`src/rtl/xnor_cmp_pkg.sv`:
```
// Shared encodings for the bit-serial XNOR compare controller.
// The state values and requester indices are used by the controller and its arbiter.
package xnor_cmp_pkg;

    typedef enum logic [1:0] {
        IDLE  = 2'd0,
        SHIFT = 2'd1,
        DONE  = 2'd2
    } state_t;

    localparam logic REQ0 = 1'b0;
    localparam logic REQ1 = 1'b1;

endpackage

```
`src/rtl/exnorGate.sv`:
```
// Single-bit XNOR comparison cell: c is high when a and b agree.
module exnorGate (
    input  logic a,
    input  logic b,
    output logic c
);

    assign c = ~(a ^ b);

endmodule

```
`src/rtl/rr_arb2.sv`:
```
// Two-way round-robin arbiter: on a tie, the requester that was not granted last wins.
module rr_arb2
    import xnor_cmp_pkg::*;
(
    input  logic i_req0,
    input  logic i_req1,
    input  logic i_last_grant,
    output logic o_winner,
    output logic o_valid
);

    always_comb begin
        o_valid  = i_req0 | i_req1;
        o_winner = REQ0;
        if (i_req0 && i_req1) begin
            o_winner = ~i_last_grant;
        end else if (i_req1) begin
            o_winner = REQ1;
        end
    end

endmodule

```
`src/rtl/xnor_serial_cmp_ctrl.sv`:
```
// Shares one exnorGate cell between two requesters, comparing latched operands LSB-first
// one bit per cycle and returning equality plus the count of agreeing bit positions.
module xnor_serial_cmp_ctrl
    import xnor_cmp_pkg::*;
#(
    parameter int WIDTH = 8,
    parameter int CNT_W = 4
) (
    input  logic             clk,
    input  logic             rst,
    input  logic             req0,
    input  logic [WIDTH-1:0] a0,
    input  logic [WIDTH-1:0] b0,
    input  logic             req1,
    input  logic [WIDTH-1:0] a1,
    input  logic [WIDTH-1:0] b1,
    output logic             gnt0,
    output logic             gnt1,
    output logic             busy,
    output logic             done0,
    output logic             done1,
    output logic             eq,
    output logic [CNT_W-1:0] match_cnt
);

    localparam logic [CNT_W-1:0] LAST_IDX = CNT_W'(WIDTH - 1);

    state_t             r_state;
    logic [WIDTH-1:0]   r_shA;
    logic [WIDTH-1:0]   r_shB;
    logic [CNT_W-1:0]   r_idx;
    logic [CNT_W-1:0]   r_accCnt;
    logic               r_accEq;
    logic               r_lastGrant;
    logic               r_gnt0;
    logic               r_gnt1;
    logic               r_busy;
    logic               r_done0;
    logic               r_done1;
    logic               r_eq;
    logic [CNT_W-1:0]   r_matchCnt;

    logic               w_winner;
    logic               w_valid;
    logic               w_c;
    logic [CNT_W-1:0]   w_cntNext;
    logic               w_eqNext;

    rr_arb2 u_arb (
        .i_req0       (req0),
        .i_req1       (req1),
        .i_last_grant (r_lastGrant),
        .o_winner     (w_winner),
        .o_valid      (w_valid)
    );

    exnorGate u_cell (
        .a (r_shA[0]),
        .b (r_shB[0]),
        .c (w_c)
    );

    assign w_cntNext = r_accCnt + CNT_W'(w_c);
    assign w_eqNext  = r_accEq & w_c;

    // last_grant doubles as the identity of the requester currently being served
    always_ff @(posedge clk or posedge rst) begin
        if (rst) begin
            r_state     <= IDLE;
            r_shA       <= '0;
            r_shB       <= '0;
            r_idx       <= '0;
            r_accCnt    <= '0;
            r_accEq     <= 1'b0;
            r_lastGrant <= REQ1;
            r_gnt0      <= 1'b0;
            r_gnt1      <= 1'b0;
            r_busy      <= 1'b0;
            r_done0     <= 1'b0;
            r_done1     <= 1'b0;
            r_eq        <= 1'b0;
            r_matchCnt  <= '0;
        end else begin
            r_gnt0  <= 1'b0;
            r_gnt1  <= 1'b0;
            r_done0 <= 1'b0;
            r_done1 <= 1'b0;
            case (r_state)
                IDLE: begin
                    if (w_valid) begin
                        r_shA       <= (w_winner == REQ1) ? a1 : a0;
                        r_shB       <= (w_winner == REQ1) ? b1 : b0;
                        r_accCnt    <= '0;
                        r_accEq     <= 1'b1;
                        r_idx       <= '0;
                        r_lastGrant <= w_winner;
                        r_gnt0      <= (w_winner == REQ0);
                        r_gnt1      <= (w_winner == REQ1);
                        r_busy      <= 1'b1;
                        r_state     <= SHIFT;
                    end
                end
                SHIFT: begin
                    r_accCnt <= w_cntNext;
                    r_accEq  <= w_eqNext;
                    r_shA    <= r_shA >> 1;
                    r_shB    <= r_shB >> 1;
                    r_idx    <= r_idx + CNT_W'(1);
                    if (r_idx == LAST_IDX) begin
                        r_eq       <= w_eqNext;
                        r_matchCnt <= w_cntNext;
                        r_done0    <= (r_lastGrant == REQ0);
                        r_done1    <= (r_lastGrant == REQ1);
                        r_state    <= DONE;
                    end
                end
                DONE: begin
                    r_busy  <= 1'b0;
                    r_state <= IDLE;
                end
                default: begin
                    r_busy  <= 1'b0;
                    r_state <= IDLE;
                end
            endcase
        end
    end

    assign gnt0      = r_gnt0;
    assign gnt1      = r_gnt1;
    assign busy      = r_busy;
    assign done0     = r_done0;
    assign done1     = r_done1;
    assign eq        = r_eq;
    assign match_cnt = r_matchCnt;

endmodule
```
`config.mk`:
```
export PLATFORM = sky130hd
export DESIGN_NAME = xnor_serial_cmp_ctrl
export DESIGN_NICKNAME = d
export VERILOG_FILES = /design/src/rtl/xnor_cmp_pkg.sv /design/src/rtl/exnorGate.sv /design/src/rtl/rr_arb2.sv /design/src/rtl/xnor_serial_cmp_ctrl.sv
export SDC_FILE = /design/constraint.sdc
export NUM_CORES = 1
export LEC_CHECK = 0
export ABC_AREA = 1
export CORE_UTILIZATION = 45
export DETAILED_ROUTE_END_ITERATION = 8
export PLACE_DENSITY = 0.73
export RECOVER_POWER = 25
export SKIP_LAST_GASP = 1
export SLEW_MARGIN = 30
export SYNTH_ARGS = -nofsm -noshare
export SYNTH_HDL_FRONTEND = slang
export SYNTH_SLANG_ARGS = --single-unit
```
`constraint.sdc`:
```
create_clock -name clk -period 1.79 [get_ports clk]
set_input_delay 0.537 -clock clk [delete_from_list [all_inputs] [get_ports clk]]
set_output_delay 0.537 -clock clk [all_outputs]
set_load 0.05 [all_outputs]
```
# Word level (Yosys, flattened, before mapping)

Cells that the tools add are included.

Flip-flop bits (word level): 38
Bits of input ports: 36
Logic and storage cells: 60

Add/subtract/negate cells: 2
Equal/unequal tests: 4
Multiplexer cells: 25
Bitwise operators: 7
Reductions and logical operators: 8

Operators with widths:

| cell                | number |
|---|---|
| $mux 8              | 4 |
| $pmux 8 s2          | 2 |
| $pmux 4 s2          | 2 |
| $mux 1              | 11 |
| $reduce_and 2->1    | 5 |
| $add 4x1->4         | 1 |
| $add 4x1->4 const B | 1 |
| $eq 4x3->1 const B  | 1 |
| $mux 2              | 2 |
| $mux 4              | 1 |
| $not 1->1           | 4 |
| $pmux 1 s2          | 2 |
| $pmux 2 s2          | 1 |
| $eq 2x1->1 const B  | 1 |
| $logic_not 2->1     | 1 |
| $ne 2x1->1 const B  | 1 |
| $ne 2x2->1 const B  | 1 |
| $reduce_bool 2->1   | 1 |
| $and 1x1->1         | 1 |
| $logic_and 1x1->1   | 1 |
| $or 1x1->1          | 1 |
| $xor 1x1->1         | 1 |

# Logic depth before layout (Yosys ltp)

Gate-level depths: netlist of the first run.

Depth in word-level cells: 5
Gate-level depth with buffers: 9

# By module

From an unflattened synthesis of the first run, not the netlist that was laid out.

Cells, all modules: 243
Area total of the unflattened synthesis: 1894.3 um^2

By module, submodules not included:

| module               | instances | cells each | area an instance (um^2) |
|---|---|---|---|
| xnor_serial_cmp_ctrl | 1         | 235        | 1860.5 |
| exnorGate            | 1         | 5          | 18.8 |
| rr_arb2              | 1         | 3          | 15.0 |

# Least setup slack after synthesis of the first run

No wires, ideal clock.

Path type: register -> register
Start: register r_shB[0]
End: register r_matchCnt[2], in the netlist match_cnt[2]
Setup time: 0.118 ns
Arrival: 1.234 ns
Slack: 0.439 ns
Stages on the path, launching flop included: 9
Path buffers: 0
Clock period less this slack: 1.351 ns
Cell sequence: dfrtp_1 > inv_1 > nand2_1 > and2_1 > ha_1 > ha_1 > xor2_1 > nand2_1 > nand2_1

Word-level cells in the longest chain between the ends: 3

Ends and longest elaborated chain:

| what                   | line                        | RTL |
|---|---|---|
| from (decl)            | xnor_serial_cmp_ctrl.sv:30  | `logic [WIDTH-1:0] r_shB;` |
| from (signal assigned) | xnor_serial_cmp_ctrl.sv:92  | `r_shB <= (w_winner == REQ1) ? b1 : b0;` |
| from (signal assigned) | xnor_serial_cmp_ctrl.sv:107 | `r_shB <= r_shB >> 1;` |
| $xor 1x1->1            | exnorGate.sv:8              | `assign c = ~(a ^ b);` |
| $not 1->1              | exnorGate.sv:8              |  |
| $add 4x1->4            | xnor_serial_cmp_ctrl.sv:63  | `assign w_cntNext = r_accCnt + CNT_W'(w_c);` |
| to (signal assigned)   | xnor_serial_cmp_ctrl.sv:111 | `r_matchCnt <= w_cntNext;` |
| to (decl)              | xnor_serial_cmp_ctrl.sv:41  | `logic [CNT_W-1:0] r_matchCnt;` |

Every way passes these cells.
A chain may end at the register's enable or synchronous reset.

# Final worst setup path of the first run

Start: input req1
End: register r_shB[6]

Word-level cells in the longest chain between the ends: 5
Elaborated cells between the ends (all ways): 9

Ends and longest elaborated chain:

| what                                               | line                         | RTL |
|---|---|---|
| from (decl)                                        | xnor_serial_cmp_ctrl.sv:14   | `input logic req1,` |
| $mux 1 / $logic_and 1x1->1 (equally long branches) | rr_arb2.sv:17, rr_arb2.sv:15 |  |
| $mux 1                                             | rr_arb2.sv:15                | `if (i_req0 && i_req1) begin` |
| $mux 8                                             | xnor_serial_cmp_ctrl.sv:92   |  |
| $mux 8                                             | xnor_serial_cmp_ctrl.sv:90   | `if (w_valid) begin` |
| $pmux 8 s2                                         | xnor_serial_cmp_ctrl.sv:88   | `case (r_state)` |

Several ways; a longest one is shown, not always the timed one. The select of a mux whose other input is x is not followed.

==> results of run 1 <==
-- worst max-delay path: cells and delay by family --
kind	cells	cell delay, ns
simple gates	4	0.42
buf+inv	2	0.80
-- registers in the layout, summed over array words and instances (netlist names) --
name,flops
busy,1
r_state,2
r_lastGrant,1
r_accEq,1
done0,1
r_shA,8
gnt0,1
eq,1
match_cnt,4
r_shB,8
done1,1
r_idx,4
r_accCnt,4
gnt1,1
-- metrics by stage --
stage | setup TNS, ns | cell area, µm² | std cells
finish | 0 | 2693 | 365
global route | 0 | 2693 | 365
CTS | 0 | 2708 | 365
detailed placement | -0.4457 | 2591 | 357
global placement | -0.02654 | 2591 | 357
floorplan | 0 | 2003 | 261
-- cell type report --
cell class,instances,area share [%]
Clock buffer,7,3.206
Multi-Input combinational cell,170,30.53
Tap cell,50,2.323
Clock inverter,1,1.115
Inverter,44,6.180
Sequential cell,38,35.36
Timing Repair Buffer,55,21.28
-- report_power, final --
| group | switching (W) | internal [W] |
|---|---|---|
| registers | 0.000285 | 0.00125 |
| clock network | 0.000287 | 0.000454 |
| logic | 0.00119 | 0.000869 |
| total | 0.00176 | 0.00258 |
-- worst max-delay path by stage --
| stage | to | slack [ns] | cells after the start | from |
|---|---|---|---|---|
| floorplan | busy | 0.39 | 1 | rst |
| detailed placement | r_shB[6] | -0.04 | 6 | req1 |
| finish | r_shB[6] | 0.24 | 6 | req1 |
| global route | r_shA[4] | 0.13 | 3 | rst |
| CTS | r_shB[4] | 0.25 | 5 | req1 |
| global placement | r_shB[7] | -0.01 | 5 | req1 |
-- Yosys cell counts (2+ instances only) --
cell type / number
o21ai_0: 4
inv_2: 4
nor2_4: 2
nand2_1: 77
buf_2: 5
nand3b_1: 2
dfrtp_1: 37
xor2_1: 2
nand2_2: 2
nand4_1: 2
nand2_4: 2
nand3_1: 62
ha_1: 3
buf_4: 2
buf_6: 2
nor2_1: 7
inv_1: 39
-- metal layers --
metal	track usage (%)	up-vias	wire (µm)
li1	-	920	-
met2	37.50	56	1996
met4	6.122	0	50
met1	24.35	808	1833
met3	4.112	6	191
met5	0	-	0
-- cell families after synthesis --
logic type / Yosys count
simple gates: 159
buf+inv: 53
flops: 38
compound gates: 6
fa+ha+maj: 3
xor+xnor: 2
==> impl_results.md, run 1 <==
- Initial core utilization: 48.34%
- Worst-path cell with the longest stage delay: clkdlybuf4s50_1
- Transition time at the pin with the least slew margin: 0.9058 ns
- Net count of the mapped netlist: 300
- Largest stage delay, worst path: 0.56 ns
- Fill cell count: 373
- Count of endpoints failing setup in the final report: 0
- Standard cell core area: 4144 µm²
- Number of remaining DRC errors: 0
- Total area of multi-input combinational cells: 822.0 µm²
- Data arrival, critical path: 1.77 ns
- Tot GR Track Use: 20.62%
- Worst-path cell chain: clkdlybuf4s50_1 -> buf_4 -> nand2_4 -> nand2_1 -> nand3_1 -> nand3_1
- Fraction of registers with async set or reset after synthesis: 100.0%
- Post-Synth Adder-Cell Area: 1.874%
- Clock sink count: 38
- Fin nets: 353
- Synthesized area divided by synthesized cell count: 7.675 µm²
- Die height: 68.72 µm
- N_diodes: 0
- Routability Congestion: 0.7958
- Area of the die: 4722 µm²
- Total I/O pin count: 46
- Clock insertion delay at the later pin of the skew report: 0.29 ns
- Leading cell types in the layout, fill and taps excluded: nand2_1 (77), nand3_1 (62), inv_1 (39)
- Clock root buffer: clkbuf_8
- Maximum buffer depth of the clock tree: 2
- Worst Hold Margin: 0.4836 ns
- Max-slew violations: 0
- Required time of the critical path: 2.01 ns
- Setup slack after placement: -0.04190 ns
- Power Dens Cells: 1612 nW/µm²
- Wire length of the first global-routing pass: 7258 µm
- Overflow left after global routing: 0
- Period utilization: 86.87%
- Layout Skew: 0.006151 ns
- Xor/xnor share of the synthesized area: 0.8745%
- Post-route setup slack: 0.2350 ns
- Biggest area consumer among synthesized cells: dfrtp_1
- Level count of the clock H-tree: 2
- Worst min-delay path category: reg -> reg
- Max-capacitance violation count: 0
- Startpoint of the lowest-slack hold path: r_shB[7]
- Final hold vios: 0
- Number of optimization iterations in the first detailed-route pass: 4
- Final cell utilization of the core: 64.98%
- Sort of element at the end of the critical path: flip-flop
- Number of CTS-inserted buffers: 5
- Outcome: finished, final reports clean
- Total detailed-routing wirelength: 4071 µm
- Worst flop-to-flop path endpoint: r_accCnt[2]
- Largest family of logic cells by synthesized area: simple AND/OR/NAND/NOR gates
- Crit path top cell by count: nand3_1
- Compound-cell area share of the yosys netlist: 1.686%
- Post-synthesis sequential area ratio: 47.53%
- Worst slew margin relative to its limit: 39.61%
- Largest net degree at the start of global routing: 39
- Worst-case vdd ir drop: 0.7458 mV
- Leading post-synthesis cells by cell area: dfrtp_1 (46%), nand3_1 (15%), nand2_1 (14%), inv_1 (7.3%), ha_1 (1.9%)
- Number of library cell types mapped by synthesis: 24
- Routed vias/inst: 4.904
- Number of instances in the synthesized netlist: 261
- Netlist area before placement: 2003 µm²
- Warnings from Yosys: 0
- Ratio of cells with drive above 1 in the final layout: 13.33%
- Leakage power summed over all cells: 1.435 nW
- Multiplexer share of the synthesized area: 0%
- Worst reg-to-reg path cell count: 8
- Final critical path time including I/O delays and setup: 1.555 ns
- Count of flip-flops with a built-in enable after synthesis: 0
- Sequential cell area: 952.2 µm²
- Vias in the first global route: 1,753
- #FFs+latches synth: 38
- Number of buffer cells added on primary ports: 45
- Clock-pin transition on the worst setup and hold timing paths: 0.07 ns
- Origin of the critical flop-to-flop path: r_shB[0]
- Synth-to-layout area growth: 34.42%
- Final HPWL DP: 3076 µm
- Fraction of post-synthesis cell area in the top cell type by area: 46.22%
- Number of antenna violations at the first check in global routing: 0
- Setup repair after global routing missed its margin: no
- Synthesized-area fraction occupied by and/or/nand/nor cells: 36.60%
- Total power: 0.004341 W
- Worst Path Class, Setup: in -> reg
- Die X-Extent: 68.72 µm
- Cts repair resizes: 0
- Wire length per cell after detailed routing: 11.15 µm
- Via total after detailed routing: 1,790
- Critical path peak fanout: 18
- Register-to-register path setup slack: 0.28 ns
- Setup Buffers After CTS: 0
- Count of standard-cell rows: 23
- Post-synth top flop: dfrtp_1
- First-iteration detailed-routing DRC count: 115
- Clock tree from TritonCTS: yes
- Cell depth of the worst min-delay path: 2
- Commonest non-fill, non-tap cell in the layout: nand2_1
- Hold-fix buffers, CTS: 0
- Setup crit start kind: input pin
- Final ANT Viol Nets: 0
- Maximum achievable frequency: 643.1 MHz
- Hold endpoint: r_shB[7]
Power figures use the tool's default switching activity.
==> inputs of run 2 (changes only) <==
--- a/config.mk
+++ b/config.mk
@@ -8,6 +8,7 @@
 export ABC_AREA = 1
 export CORE_UTILIZATION = 45
 export DETAILED_ROUTE_END_ITERATION = 8
+export GPL_ROUTABILITY_DRIVEN = 0
 export PLACE_DENSITY = 0.73
 export RECOVER_POWER = 25
 export SKIP_LAST_GASP = 1
==> results of run 2 <==
The final DEF is identical to that of run 1; final timing and power are the same.
==> inputs of run 3 (changes only) <==
--- a/config.mk
+++ b/config.mk
@@ -6,6 +6,7 @@
 export NUM_CORES = 1
 export LEC_CHECK = 0
 export ABC_AREA = 1
+export ABC_CLOCK_PERIOD_IN_PS = 1600
 export CORE_UTILIZATION = 45
 export DETAILED_ROUTE_END_ITERATION = 8
 export GPL_ROUTABILITY_DRIVEN = 0
==> constraint.sdc (replaced) <==
create_clock -name clk -period 1.6 [get_ports clk]
set_input_delay 0.48 -clock clk [delete_from_list [all_inputs] [get_ports clk]]
set_output_delay 0.48 -clock clk [all_outputs]
set_load 0.05 [all_outputs]
==> impl_results.md, run 3 (synthesized netlist as in run 1, its figures left out) <==
- Count of endpoints failing setup in the final report: 0
- Critical path peak fanout: 18
- Power Dens Cells: 1770 nW/µm²
- Wire length of the first global-routing pass: 7431 µm
- Vias in the first global route: 1,714
- Max-capacitance violation count: 0
- Setup repair after global routing missed its margin: no
- Clock-pin transition on the worst setup and hold timing paths: 0.07 ns
- Worst slew margin relative to its limit: 44.35%
- Initial core utilization: 48.34%
- Fill cell count: 364
- Number of buffer cells added on primary ports: 45
- Maximum achievable frequency: 667.2 MHz
- Setup crit start kind: input pin
- Period utilization: 93.67%
- Total detailed-routing wirelength: 4127 µm
- Number of CTS-inserted buffers: 5
- Tot GR Track Use: 21.43%
- Clock power share: 15.5%
- Largest net degree at the start of global routing: 39
- Sort of element at the end of the critical path: flip-flop
- Area of the die: 4722 µm²
- Clock tree from TritonCTS: yes
- Hold-fix buffers, CTS: 0
- Number of optimization iterations in the first detailed-route pass: 4
- Standard cell core area: 4144 µm²
- Clock sink count: 38
- Via total after detailed routing: 1,786
- Overflow left after global routing: 0
- Max-slew violations: 0
- Post-route setup slack: 0.1012 ns
- Data arrival, critical path: 1.72 ns
- Wire length per cell after detailed routing: 11.40 µm
- Setup slack after placement: -0.1886 ns
- Final critical path time including I/O delays and setup: 1.499 ns
- Total power: 0.004840 W
- Ratio of cells with drive above 1 in the final layout: 13.14%
- Proportion of total power due to net switching: 40.98%
- Cts repair resizes: 0
- Transition time at the pin with the least slew margin: 0.8348 ns
- Leakage power summed over all cells: 1.438 nW
- Largest registers: r_shA x8, r_shB x8
- Synth-to-layout area growth: 36.48%
- Final ANT Viol Nets: 0
- Setup Buffers After CTS: 0
- Sequential cell area: 952.2 µm²
- Layout Skew: 0.002764 ns
- N_diodes: 0
- Net switching power figure: 0.001983 W
- Level count of the clock H-tree: 2
- Number of remaining DRC errors: 0
- Fin nets: 350
- Die height: 68.72 µm
- Final HPWL DP: 3048 µm
- Number of antenna violations at the first check in global routing: 0
- Total I/O pin count: 46
- Final cell utilization of the core: 65.97%
- Required time of the critical path: 1.82 ns
- First-iteration detailed-routing DRC count: 105
- Worst-case vdd ir drop: 0.6260 mV
- Commonest non-fill, non-tap cell in the layout: nand2_1
- Final hold vios: 0
- Internal power component: 0.002856 W
- Proportion of power drawn by combinational gates: 48.7%
- Leading cell types in the layout, fill and taps excluded: nand2_1 (77), nand3_1 (62), inv_1 (39)
- Total area of multi-input combinational cells: 829.5 µm²
- Maximum buffer depth of the clock tree: 2
- Count of standard-cell rows: 23
- Sequential fraction of design power: 35.8%
- Clock root buffer: clkbuf_8
- Outcome: finished, final reports clean
- Clock insertion delay at the later pin of the skew report: 0.28 ns
- Die X-Extent: 68.72 µm
- Worst Path Class, Setup: in -> reg
- Routed vias/inst: 4.934
- Worst min-delay path category: reg -> reg
run 3: layer usage:
layer  routed length [µm]  up-vias  track usage, %  share of wire (%)
met5                    0        -               0                  0
met4                   36        0           6.888               0.87
met3                  203        4           4.934                4.9
met2                 1984       60           36.76                 48
met1                 1903      810           26.56                 46
li1                     -      912               -                  -
run 3: final timing paths:
check                      slack [ns]            to  cells past startpoint      from
setup / recovery                 0.10      r_shB[7]                      6      req1
hold / removal                   0.48      r_shA[7]                      2  r_shA[7]
setup reg to reg                 0.12  match_cnt[2]                      8  r_shB[0]
hold reg to reg                  0.48      r_shA[7]                      2  r_shA[7]
max in group asynchronous        0.32      r_shB[2]                      3       rst
min in group asynchronous        0.75  match_cnt[2]                      3       rst
run 3: cell type report:
| type | count | share of cell area, % |
|---|---|---|
| Clock buffer | 8 | 4.027 |
| Sequential cell | 38 | 34.83 |
| Timing Repair Buffer | 52 | 22.43 |
| Inverter | 44 | 6.087 |
| Multi-Input combinational cell | 170 | 30.34 |
| Tap cell | 50 | 2.288 |
run 3: power groups by stage:
stage / registers, W / clock network [W] / logic (W)
2_1_floorplan: 0.00195 / 0 / 0.00128
5_1_grt: 0.00179 / 0.000815 / 0.00264
6_report: 0.00173 / 0.000750 / 0.00236
3_5_place_dp: 0.00173 / 0 / 0.00238
3_3_place_gp: 0.00173 / 0 / 0.00231
4_1_cts: 0.00173 / 0.000775 / 0.00238
run 3: stage by stage:
step / setup TNS (ns) / instances / area, µm² / hold WS [ns]
2_1_floorplan: 0 / 261 / 2003 / 0.4422
3_3_place_gp: -2.943 / 354 / 2631 / 0.4604
3_5_place_dp: -3.836 / 354 / 2631 / 0.4635
4_1_cts: 0 / 362 / 2741 / 0.4814
5_1_grt: 0 / 362 / 2734 / 0.5264
6_report: 0 / 362 / 2734 / 0.4796
run 3: worst max-delay path, cell delays in order:
cell             delay [ns]
clkdlybuf4s50_1        0.56
buf_4                  0.25
nand2_4                0.16
nand2_1                0.10
nand3_1                0.08
nand2_1                0.09
